`config.mk`:
```
export PLATFORM = sky130hd
export DESIGN_NAME = mux_8to1_reg
export DESIGN_NICKNAME = d
export VERILOG_FILES = /design/src/rtl/mux_8to1_pkg.sv /design/src/rtl/mux_8to1_core.sv /design/src/rtl/mux_8to1_reg.sv
export SDC_FILE = /design/constraint.sdc
export NUM_CORES = 1
export LEC_CHECK = 0
export CELL_PAD_IN_SITES_DETAIL_PLACEMENT = 1
export CELL_PAD_IN_SITES_GLOBAL_PLACEMENT = 2
export CORE_ASPECT_RATIO = 0.9
export CORE_MARGIN = 4
export CORE_UTILIZATION = 16
export CTS_CLUSTER_SIZE = 14
export DETAILED_ROUTE_END_ITERATION = 10
export HOLD_SLACK_MARGIN = 0.03
export PLACE_DENSITY_LB_ADDON = 0.3
export SLEW_MARGIN = 5
export SYNTH_ARGS = -nofsm -noshare
export SYNTH_HDL_FRONTEND = slang
export SYNTH_SLANG_ARGS = --single-unit
```
`constraint.sdc`:
```
create_clock -name clk -period 1.21 [get_ports clk]
set_clock_uncertainty 0.15 [all_clocks]
set_input_delay 0.121 -clock clk [delete_from_list [all_inputs] [get_ports clk]]
set_output_delay 0.121 -clock clk [all_outputs]
set_load 0.01 [all_outputs]
```
`src/rtl/mux_8to1_pkg.sv`:
```
// -----------------------------------------------------------------------------
// mux_8to1_pkg
// Shared constants and types for the registered 8-to-1 word multiplexer.
//   NUM_INPUTS    : number of selectable data words
//   SEL_W         : width of the select code
//   DEFAULT_WIDTH : default data word width
//   sel_t         : select code type
// -----------------------------------------------------------------------------
package mux_8to1_pkg;

  localparam int NUM_INPUTS    = 8;
  localparam int SEL_W         = 3;
  localparam int DEFAULT_WIDTH = 3;

  typedef logic [SEL_W-1:0] sel_t;

endpackage : mux_8to1_pkg

```
`src/rtl/mux_8to1_core.sv`:
```
// -----------------------------------------------------------------------------
// mux_8to1_core
// Purely combinational 8:1 word select. Selection is positional:
// s=0 picks x1 ... s=7 picks x8. Every select code is a legal choice.
// Ports:
//   x1..x8   in  [WIDTH-1:0] data words
//   s        in  sel_t       select code
//   sel_word out [WIDTH-1:0] selected word
// -----------------------------------------------------------------------------
module mux_8to1_core
  import mux_8to1_pkg::*;
#(
  parameter int WIDTH = DEFAULT_WIDTH
) (
  input  logic [WIDTH-1:0] x1,
  input  logic [WIDTH-1:0] x2,
  input  logic [WIDTH-1:0] x3,
  input  logic [WIDTH-1:0] x4,
  input  logic [WIDTH-1:0] x5,
  input  logic [WIDTH-1:0] x6,
  input  logic [WIDTH-1:0] x7,
  input  logic [WIDTH-1:0] x8,
  input  sel_t             s,
  output logic [WIDTH-1:0] sel_word
);

  // Full decode of all eight codes; the leading default only keeps the
  // block free of latches and is always overridden by one of the arms.
  always_comb begin
    sel_word = '0;
    case (s)
      3'd0: sel_word = x1;
      3'd1: sel_word = x2;
      3'd2: sel_word = x3;
      3'd3: sel_word = x4;
      3'd4: sel_word = x5;
      3'd5: sel_word = x6;
      3'd6: sel_word = x7;
      3'd7: sel_word = x8;
      default: sel_word = '0;
    endcase
  end

endmodule : mux_8to1_core

```
`src/rtl/mux_8to1_reg.sv`:
```
// -----------------------------------------------------------------------------
// mux_8to1_reg
// Registered 8-to-1 word multiplexer. The word picked by s is loaded into f
// on a rising clk edge when en is high; f_valid marks the cycle after each
// load. There is no combinational path from any input to f.
// Optional feature (macro MUX_8TO1_REG_PARITY_EN): adds f_par, the XOR
// reduction of the captured word, registered alongside f.
// Ports:
//   clk     in  rising-edge clock
//   rst_n   in  asynchronous active-low reset
//   en      in  capture enable
//   x1..x8  in  [WIDTH-1:0] data words (x1 selected by s=0)
//   s       in  [2:0] select code
//   f       out [WIDTH-1:0] registered selected word
//   f_valid out high for one cycle after each capture
//   f_par   out parity of f (only with MUX_8TO1_REG_PARITY_EN)
// -----------------------------------------------------------------------------
module mux_8to1_reg
  import mux_8to1_pkg::*;
#(
  parameter int WIDTH = DEFAULT_WIDTH
) (
  input  logic             clk,
  input  logic             rst_n,
  input  logic             en,
  input  logic [WIDTH-1:0] x1,
  input  logic [WIDTH-1:0] x2,
  input  logic [WIDTH-1:0] x3,
  input  logic [WIDTH-1:0] x4,
  input  logic [WIDTH-1:0] x5,
  input  logic [WIDTH-1:0] x6,
  input  logic [WIDTH-1:0] x7,
  input  logic [WIDTH-1:0] x8,
  input  logic [2:0]       s,
`ifdef MUX_8TO1_REG_PARITY_EN
  output logic             f_par,
`endif
  output logic [WIDTH-1:0] f,
  output logic             f_valid
);

  logic [WIDTH-1:0] sel_word;

  mux_8to1_core #(
    .WIDTH(WIDTH)
  ) u_core (
    .x1      (x1),
    .x2      (x2),
    .x3      (x3),
    .x4      (x4),
    .x5      (x5),
    .x6      (x6),
    .x7      (x7),
    .x8      (x8),
    .s       (sel_t'(s)),
    .sel_word(sel_word)
  );

  // f holds its last value when en is low; f_valid simply follows en so a
  // continuously enabled stream keeps it high every cycle.
  always_ff @(posedge clk or negedge rst_n) begin
    if (!rst_n) begin
      f       <= '0;
      f_valid <= 1'b0;
    end else begin
      f_valid <= en;
      if (en) begin
        f <= sel_word;
      end
    end
  end

`ifdef MUX_8TO1_REG_PARITY_EN
  // Parity is computed from the word being loaded so it always matches f.
  always_ff @(posedge clk or negedge rst_n) begin
    if (!rst_n) begin
      f_par <= 1'b0;
    end else if (en) begin
      f_par <= ^sel_word;
    end
  end
`endif

endmodule : mux_8to1_reg

```
==> out/metrics.cfg, run 1 <==
[run_status]
status=finished clean

[power_and_ir_drop]
combinationalPowerShare_pct=47.1
pwr-share-clk_pct=28.0
internal_power_w=0.000454
p_sw_share_pct=29.9
switchingPower_w=0.000193
p_leak_nw=0.399
ir_worst_vdd_mv=0.345
seqPwrFrac_pct=24.9
powerDensity_nw_per_um2=685

[placement]
gp_congestion=0.720
io_buffers=33
dp_cells=115
place_hpwl_um=1350

[floorplan]
io_pins=34
dieArea_sq_um=3590
core_sq_um=2510
start_util_pct=17.2
die_w_um=62.8
die_h_um=57.3
row_count=17

[sta]
post-route-min-period_ps=1200
slew_viol_final=0
hold_viol_final=0
holdWs_ps=37.8
maxSlewHeadroom_pct=75.8
tightest_slew_ps=360
rsz0062_at_grt=true
post-route-period-util_pct=99.5
fmax_mhz=830
tns_ps=0
setup_violations=0

[synthesis]
yosys_warnings=0
synth_common_cells=dfrtp_1, inv_1, mux2i_1, nand2_1
syn-cell-area_sq_um=432
synth_area_leaders=dfrtp_1, mux2i_1, a221oi_1, o311ai_2, a221oi_2
synth_edf_count=0
yosys.area.top_type=dfrtp_1
async_flop_share_pct=100
yosysSeqAreaShare_pct=23.2
ys_ff_latch=4
syn_area_per_cell_sq_um=8.99
synth_nets=78
syn_inst=48
synth.most_common_cell=dfrtp_1
netlist-cell-type-count=34
synthFlopType=dfrtp_1
synth_top_area_share_pct=23.2

[layout]
nets=125
drive_gt1_share_pct=32.3
nFillCells=293
syn_to_final_growth_pct=119
antenna_cells=0
final_cells=121

[critical_path]
cp.required_ps=1210
worstRegToRegCells=4
worstSetupPathType=reg2reg
path_max_fanout=3
cp-start-kind=register
critPathCaptureType=register
rrSetupSlack_ps=5
arrival_ps=1200
timing.rr.start=f[0]
r2r_end=f[0]

[cts]
clkTransAtPathRegs_ps=50
insertion_delay_ps=250
cts_tree=done
cts_buffer_depth=2
clock-root-buffer=clkbuf_4
cts_buffers=3
htree_levels=1
cts_sinks=4

[global_route]
grtUsageMet3_pct=2.95
antenna_found_initial=0
grt_pass1_wl_um=2790
grt_usage_pct=9.74
grt_use_met1_pct=12.2
grt_pass1_vias=625
grt_max_degree=10
grt_remaining_overflow=0
grt-busiest-layer=met2
met2_usage_pct=16.3

[worst_hold_path]
worstHoldStart=en
min_to=f[1]
hold_depth=3
min_path_type=in2reg

[detailed_routing]
via_per_inst=4.77
detail-route-antenna-nets=0
firstDrtPassIters=2
wl_per_cell_um=14.5
drc=0
drtIter0Drc=15
vias=577
totalWireLength_um=1760

[job]
drv_cap=0

==> state kept, by name, summed over array words and instances, names as in the netlist <==
name	cells
f	3
f_valid	1
==> logic make-up (layout without fill, tap and decap cells) <==
logic type	Yosys count	after routing	share of synthesized area [%]
compound gates	16	16	31.6
mux	4	4	9.57
flops	4	4	23.2
buf+inv	8	53	13.0
simple gates	16	16	22.6
==> worst max path at each step <==
| stage | end | startpoint | cells after the start | slack, ps |
|---|---|---|---|---|
| final | f[0] | f[0] | 4 | 5 |
| after global routing | f[0] | f[0] | 4 | -80 |
| after CTS | f[0] | en | 5 | -80 |
| after detailed placement | f[0] | s[1] | 5 | -510 |
| after global placement | f[1] | s[2] | 6 | -480 |
| after floorplan | f[0] | f[0] | 4 | 80 |
==> stage by stage <==
step / util [%] / cell area [sq um] / setup WS, ps / total power [W]
final: 37.6 / 945 / 5.46 / 0.000647
after global routing: 37.6 / 945 / -76.3 / 0.000690
after CTS: 36.5 / 916 / -76.9 / 0.000638
after detailed placement: 33.6 / 843 / -507 / 0.000441
after global placement: 33.6 / 843 / -479 / 0.000441
after floorplan: - / 432 / 78.9 / 0.000266
==> power groups by stage <==
stage          registers [W]  clock network, W  logic (W)
6_report            0.000161          0.000181   0.000305
3_5_place_dp        0.000163                 0   0.000278
2_1_floorplan       0.000169                 0  0.0000969
4_1_cts             0.000160          0.000190   0.000287
5_1_grt             0.000165          0.000194   0.000330
3_3_place_gp        0.000163                 0   0.000278
==> cells in the final DEF, fill, tap and decap left out, drive strengths merged <==
cell type      instances
a211oi                 1
a21o                   1
a21oi                  1
a221oi                 3
a31oi                  1
buf                   11
bufbuf                 1
clkbuf                 6
clkdlybuf4s15          2
clkdlybuf4s50         25
dfrtp                  4
dlygate4sd2            2
dlygate4sd3            1
dlymetal6s2s           1
inv                    4
mux2                   1
mux2i                  3
nand2                  3
nand2b                 2
nand3                  1
nand3b                 1
nand4                  1
nand4b                 1
nand4bb                1
nor2                   2
nor2b                  2
nor4                   2
o21ai                  3
o221ai                 1
o22ai                  1
o2bb2ai                1
o311ai                 2
o41ai                  1
==> per-layer routing <==
layer | vias up | share of wire, %
li1 | 281 | -
met1 | 275 | 45
met2 | 21 | 49
met3 | 0 | 5.6
met4 | 0 | 0
met5 | - | 0
==> timing repair <==
action / 4_1_cts / 5_1_grt
setup endpoints to repair: 7 / 4
cloned: 1 / 0
endpoints found under the hold margin: 4 / 0
setup buffers: 1 / 0
hold buffers: 1 / 0
pin swaps: 1 / 2
gates resized for setup: 10 / 14
==> cell type report <==
type / instances / area [sq um] / area share (%)
tap: 28 / 35.0 / 3.71
clock buffer: 3 / 22.5 / 2.38
timing repair buffer: 46 / 457 / 48.3
sequential: 4 / 100 / 10.6
inverter: 4 / 15.0 / 1.59
multi-input combinational: 36 / 315 / 33.4
==> critical path, cell delays in order, from the launching register on <==
cell and delay (ps):
dfrtp_1 390, inv_2 50, o221ai_2 150, a31oi_1 80, a221oi_2 300
Note: power is estimated with default switching activity, not from simulation.
==> run 2, diff against run 1 <==
- CORE_ASPECT_RATIO: 0.9 -> 0.75
==> run 2 against run 1 <==
Compared with the run above: non-clock buffer count decreased by 2; critical path depth rose by 3; total power decreased by 9.1%; count of clock-buffer cells in the layout is the same; sequential power is essentially flat; critical path type is now in2reg; critical endpoint is now f[1]; largest cell class unchanged; highest routed layer unchanged.
==> out/metrics.cfg, run 2 (synthesis results as in run 1) <==
[worst_hold_path]
min_to=f[1]  ; unchanged
hold_depth=3  ; unchanged
min_path_type=in2reg  ; unchanged
worstHoldStart=en  ; unchanged

[layout]
final_cell_mix=clkdlybuf4s50_1, buf_4, dlygate4sd2_1  ; was clkdlybuf4s50_1, buf_4, dfrtp_1
drive_gt1_share_pct=19.8  ; was 32.3%
syn_to_final_growth_pct=103  ; was 119%
final_common_cell=clkdlybuf4s50_1  ; unchanged
multiInputGateArea_sq_um=275  ; was 315 sq um
ff_latch_area_sq_um=100  ; unchanged
reg_top3=f (3), f_valid (1)  ; unchanged
largest_reg_flops=3  ; unchanged
final_cells=127  ; was 121
top_register=f  ; unchanged
nets=123  ; was 125
antenna_cells=0  ; unchanged
nFillCells=330  ; was 293

[critical_path]
arrival_ps=1120  ; was 1200 ps
critPathCaptureType=register  ; unchanged
cp.required_ps=1170  ; was 1210 ps
worstSetupPathType=in2reg  ; was reg2reg
worstRegToRegCells=4  ; unchanged
path_max_fanout=7  ; was 3
r2r_end=f[1]  ; was f[0]
timing.rr.start=f[1]  ; was f[0]
critPathMaxStageDelay_ps=270  ; was 390 ps
cp_slowest_cell=a221oi_1  ; was dfrtp_1
cp-start-kind=input pin  ; was register
cp_cell_sequence=dlygate4sd2_1 > buf_6 > buf_4 > nand3_1 > o21ai_0 > a221oi_1 > a21oi_1  ; was inv_2 > o221ai_2 > a31oi_1 > a221oi_2
rrSetupSlack_ps=50  ; was 5 ps

[floorplan]
io_pins=34  ; unchanged
dieArea_sq_um=3600  ; was 3590 sq um
die_w_um=68.0  ; was 62.8 um
core_sq_um=2600  ; was 2510 sq um
start_util_pct=16.6  ; was 17.2%
row_count=16  ; was 17
die_h_um=53.0  ; was 57.3 um

[detailed_routing]
vias=553  ; was 577
firstDrtPassIters=2  ; unchanged
totalWireLength_um=1650  ; was 1760 um
drc=0  ; unchanged
via_per_inst=4.35  ; was 4.77
drtIter0Drc=13  ; was 15
wl_per_cell_um=13.0  ; was 14.5 um
detail-route-antenna-nets=0  ; unchanged

[run_status]
status=finished clean  ; unchanged

[power_and_ir_drop]
powerDensity_nw_per_um2=670  ; was 685 nW/um^2
ir_worst_vdd_mv=0.389  ; was 0.345 mV
p_leak_nw=0.357  ; was 0.399 nW

[sta]
post-route-period-util_pct=96.1  ; was 99.5%
slew_viol_final=0  ; unchanged
tightest_slew_ps=301  ; was 360 ps
hold_viol_final=0  ; unchanged
post-route-min-period_ps=1160  ; was 1200 ps
setup_violations=0  ; unchanged
tns_ps=0  ; unchanged
fmax_mhz=860  ; was 830 MHz
maxSlewHeadroom_pct=79.8  ; was 75.8%
rsz0062_at_grt=true  ; unchanged

[cts]
clkTransAtPathRegs_ps=40  ; was 50 ps
clock-root-buffer=clkbuf_4  ; unchanged
cts_buffer_depth=2  ; unchanged
cts_sinks=4  ; unchanged
insertion_delay_ps=240  ; was 250 ps
htree_levels=1  ; unchanged
cts_buffers=3  ; unchanged
cts_tree=done  ; unchanged

[placement]
dp_cells=123  ; was 115
io_buffers=33  ; unchanged
place_hpwl_um=1390  ; was 1350 um
gp_congestion=0.708  ; was 0.720

[global_route]
grt_max_degree=10  ; unchanged
grt_pass1_wl_um=2780  ; was 2790 um
grt_usage_pct=10.1  ; was 9.74%
antenna_found_initial=0  ; unchanged
grt_pass1_vias=622  ; was 625
grt_remaining_overflow=0  ; unchanged

[job]
drv_cap=0  ; unchanged

==> run 2: cell count changes in the layout (fill, tap and decap cells not counted), sizes merged <==
cell / before / now
dlygate4sd2: 2 / 5
bufbuf: 1 / 0
clkdlybuf4s15: 2 / 3
dlymetal6s2s: 1 / 0
clkbuf: 6 / 3
buf: 11 / 10
==> run 2: layout make-up <==
cell class / instances / area share (%)
sequential: 4 / 11.4
multi-input combinational: 36 / 31.3
clock buffer: 3 / 2.56
inverter: 4 / 1.71
timing repair buffer: 44 / 47.9
tap: 36 / 5.13
==> run 2: what timing repair did <==
action | 4_1_cts | 5_1_grt
pin swaps | 1 | 1
setup endpoints to repair | 7 | 3
setup buffers | 0 | 0
resized for setup | 10 | 4
hold buffers | 1 | 0
endpoints found under the hold margin | 4 | 0
==> run 2: worst max-delay path by stage <==
| stage | startpoint | to | slack (ps) | cells after the start |
|---|---|---|---|---|
| after global routing | s[2] | f[2] | -10 | 6 |
| after global placement | s[2] | f[1] | -440 | 6 |
| after detailed placement | s[0] | f[1] | -470 | 6 |
| final | s[2] | f[1] | 50 | 7 |
| after floorplan | f[0] | f[0] | 80 | 4 |
| after CTS | f[0] | f[0] | 5 | 1 |
==> run 2: metal layers <==
| metal | track usage, % | vias to the layer above | share of wire [%] | wire length [um] |
|---|---|---|---|---|
| met1 | 12.7 | 253 | 44 | 725 |
| met2 | 16.0 | 23 | 48 | 789 |
| met5 | 0 | - | 0 | 0 |
| met3 | 4.25 | 0 | 8.1 | 134 |
| met4 | 1.98 | 0 | 0 | 0 |
| li1 | - | 277 | - | - |
==> run 2: through the flow <==
step	hold WS [ps]	area, sq um	utilization (%)	power [W]	setup WS [ps]
2_1_floorplan	-325	432	-	0.000266	78.9
3_3_place_gp	197	841	32.3	0.000434	-444
3_5_place_dp	192	841	32.3	0.000436	-468
4_1_cts	262	871	33.5	0.000602	4.59
5_1_grt	271	878	33.8	0.000642	-12.0
6_report	265	878	33.8	0.000588	47.1
==> run 2: power by group <==
part	switching (W)	total [W]	leakage, nW	internal (W)
logic	0.0000974	0.000262	0.296	0.000165
clock network	0.0000550	0.000166	0.0138	0.000111
registers	0.00000932	0.000160	0.0480	0.000151
total	0.000162	0.000588	0.357	0.000427
==> run 2: critical path, delay by kind of cell <==
kind	cells	cell delay [ps]
compound gates	3	430
buf+inv	3	520
simple gates	1	70
==> run 3, diff against run 2 <==
- CORE_MARGIN: 4 -> unset
==> run 3 against run 2 <==
Compared with the run above: first-iteration DRC count grew 23%; utilization grew 4.6 points; critical path depth shrank 6; register-to-register slack is essentially flat; fmax shrank 2.7%; count of clock-buffer cells in the layout is the same; sequential power is essentially flat; flip-flop and latch count is the same; setup slack lost 33 ps; global-route usage grew 0.75 points; non-clock buffer count grew 1.
==> out/metrics.cfg, run 3 (synthesis results as in run 1) <==
[floorplan]
die_h_um=47.0  ; was 53.0 um
row_count=15  ; was 16
dieArea_sq_um=2910  ; was 3600 sq um
core_sq_um=2420  ; was 2600 sq um
start_util_pct=17.8  ; was 16.6%
die_w_um=62.0  ; was 68.0 um
io_pins=34  ; unchanged

[cts]
insertion_delay_ps=230  ; was 240 ps
cts_tree=done  ; unchanged
cts_buffer_depth=2  ; unchanged
htree_levels=1  ; unchanged
cts_sinks=4  ; unchanged
clkTransAtPathRegs_ps=40  ; about the same
cts_buffers=3  ; unchanged
clock-root-buffer=clkbuf_4  ; unchanged

[layout]
drive_gt1_share_pct=32.6  ; was 19.8%
final_common_cell=clkdlybuf4s50_1  ; unchanged
top_register=f  ; unchanged
nets=124  ; was 123
largest_reg_flops=3  ; unchanged
syn_to_final_growth_pct=115  ; was 103%
antenna_cells=0  ; unchanged
nFillCells=285  ; was 330
final_cell_mix=clkdlybuf4s50_1, buf_4, dlygate4sd2_1  ; unchanged
reg_top3=f (3), f_valid (1)  ; unchanged

[critical_path]
path_max_fanout=3  ; was 7
cp.required_ps=940  ; was 1170 ps
critical-path-top-delay-family=flip-flops  ; was buffers and inverters
worstRegToRegCells=4  ; unchanged
arrival_ps=920  ; was 1120 ps
timing.rr.start=f[0]  ; was f[1]
cp-start-kind=register  ; was input pin
cp_num_buf_inv=1  ; was 3
cp_cell_sequence=dlygate4sd2_1  ; was dlygate4sd2_1 > buf_6 > buf_4 > nand3_1 > o21ai_0 > a221oi_1 > a21oi_1
cp_slowest_cell=dfrtp_1  ; was a221oi_1
critPathCaptureType=output port  ; was register
rrSetupSlack_ps=50  ; about the same
r2r_end=f[0]  ; was f[1]
worstSetupPathType=reg2out  ; was in2reg
critPathMaxStageDelay_ps=400  ; was 270 ps

[detailed_routing]
via_per_inst=4.33  ; was 4.35
vias=546  ; was 553
drc=0  ; unchanged
totalWireLength_um=1550  ; was 1650 um
drtIter0Drc=16  ; was 13
wl_per_cell_um=12.3  ; was 13.0 um
firstDrtPassIters=3  ; was 2
detail-route-antenna-nets=0  ; unchanged

[sta]
slew_viol_final=0  ; unchanged
holdWs_ps=131  ; was 265 ps
setup_violations=0  ; unchanged
rsz0062_at_grt=true  ; unchanged
tns_ps=0  ; unchanged
tightest_slew_ps=286  ; was 301 ps
post-route-min-period_ps=1200  ; was 1160 ps
hold_viol_final=0  ; unchanged
fmax_mhz=836  ; was 860 MHz
maxSlewHeadroom_pct=80.8  ; was 79.8%
post-route-period-util_pct=98.8  ; was 96.1%

[run_status]
status=finished clean  ; unchanged

[worst_hold_path]
hold_depth=1  ; was 3
worstHoldStart=en  ; unchanged
min_path_type=in2reg  ; unchanged
min_to=f_valid  ; was f[1]

[power_and_ir_drop]
p_total_w=0.000616  ; was 0.000588 W
p_leak_nw=0.397  ; was 0.357 nW
powerDensity_nw_per_um2=663  ; was 670 nW/um^2
ir_worst_vdd_mv=0.228  ; was 0.389 mV

[global_route]
grt_max_degree=10  ; unchanged
antenna_found_initial=0  ; unchanged
grt_pass1_wl_um=2400  ; was 2780 um
grt_usage_pct=10.8  ; was 10.1%
grt_remaining_overflow=0  ; unchanged
grt_pass1_vias=572  ; was 622

[placement]
gp_congestion=0.711  ; was 0.708
io_buffers=33  ; unchanged
place_hpwl_um=1250  ; was 1390 um

[job]
drv_cap=0  ; unchanged

==> run 3: cell count changes in the layout (fill, tap and decap cells not counted), sizes merged <==
cell           delta
clkdlybuf4s50     -2
dlymetal6s2s      +2
clkbuf            +2
buf               +1
clkdlybuf4s15     -3
dlygate4sd2       +1
==> run 3: layout make-up <==
type / count / area (sq um) / share of cell area [%]
clock buffer: 3 / 22.5 / 2.43
tap: 34 / 42.5 / 4.58
multi-input combinational: 36 / 327 / 35.2
timing repair buffer: 45 / 422 / 45.4
sequential: 4 / 100 / 10.8
inverter: 4 / 15.0 / 1.62
==> run 3: worst max path at each step <==
stage | from | endpoint | slack [ps] | cells past startpoint
6_report | f[0] | f[0] | 10 | 1
5_1_grt | f[0] | f[0] | -10 | 4
4_1_cts | s[2] | f[2] | 7 | 7
3_5_place_dp | s[2] | f[0] | -490 | 5
3_3_place_gp | s[2] | f[0] | -490 | 5
2_1_floorplan | f[0] | f[0] | 80 | 4
==> run 3: timing repair <==
| item | CTS | global route |
|---|---|---|
| setup endpoints to repair | 7 | 3 |
| endpoints found under the hold margin | 4 | 0 |
| hold buffers | 1 | 0 |
| resized for setup | 12 | 15 |
| gates cloned | 0 | 0 |
| pin swaps | 2 | 2 |
| setup buffers | 0 | 1 |
==> run 3: report_power, final <==
| part | switching, W | total, W | leakage, nW | internal (W) |
|---|---|---|---|---|
| clock | 0.0000533 | 0.000164 | 0.0138 | 0.000111 |
| sequential | 0.0000106 | 0.000161 | 0.0480 | 0.000151 |
| combinational | 0.000112 | 0.000290 | 0.335 | 0.000179 |
==> run 3: metal layers <==
| metal | vias up | wire [um] | GRT usage [%] |
|---|---|---|---|
| li1 | 279 | - | - |
| met5 | - | 0 | 0 |
| met4 | 0 | 0 | 1.33 |
| met2 | 22 | 702 | 19.6 |
| met1 | 245 | 757 | 14.6 |
| met3 | 0 | 87 | 0.826 |
==> run 3: per-stage QoR <==
stage | setup slack, ps | area, sq um | util [%] | std cells
2_1_floorplan | 78.9 | 432 | - | 48
3_3_place_gp | -489 | 838 | 34.6 | 121
3_5_place_dp | -491 | 838 | 34.6 | 121
4_1_cts | 7.13 | 880 | 36.3 | 125
5_1_grt | -14.3 | 928 | 38.3 | 126
6_report | 14.5 | 928 | 38.3 | 126
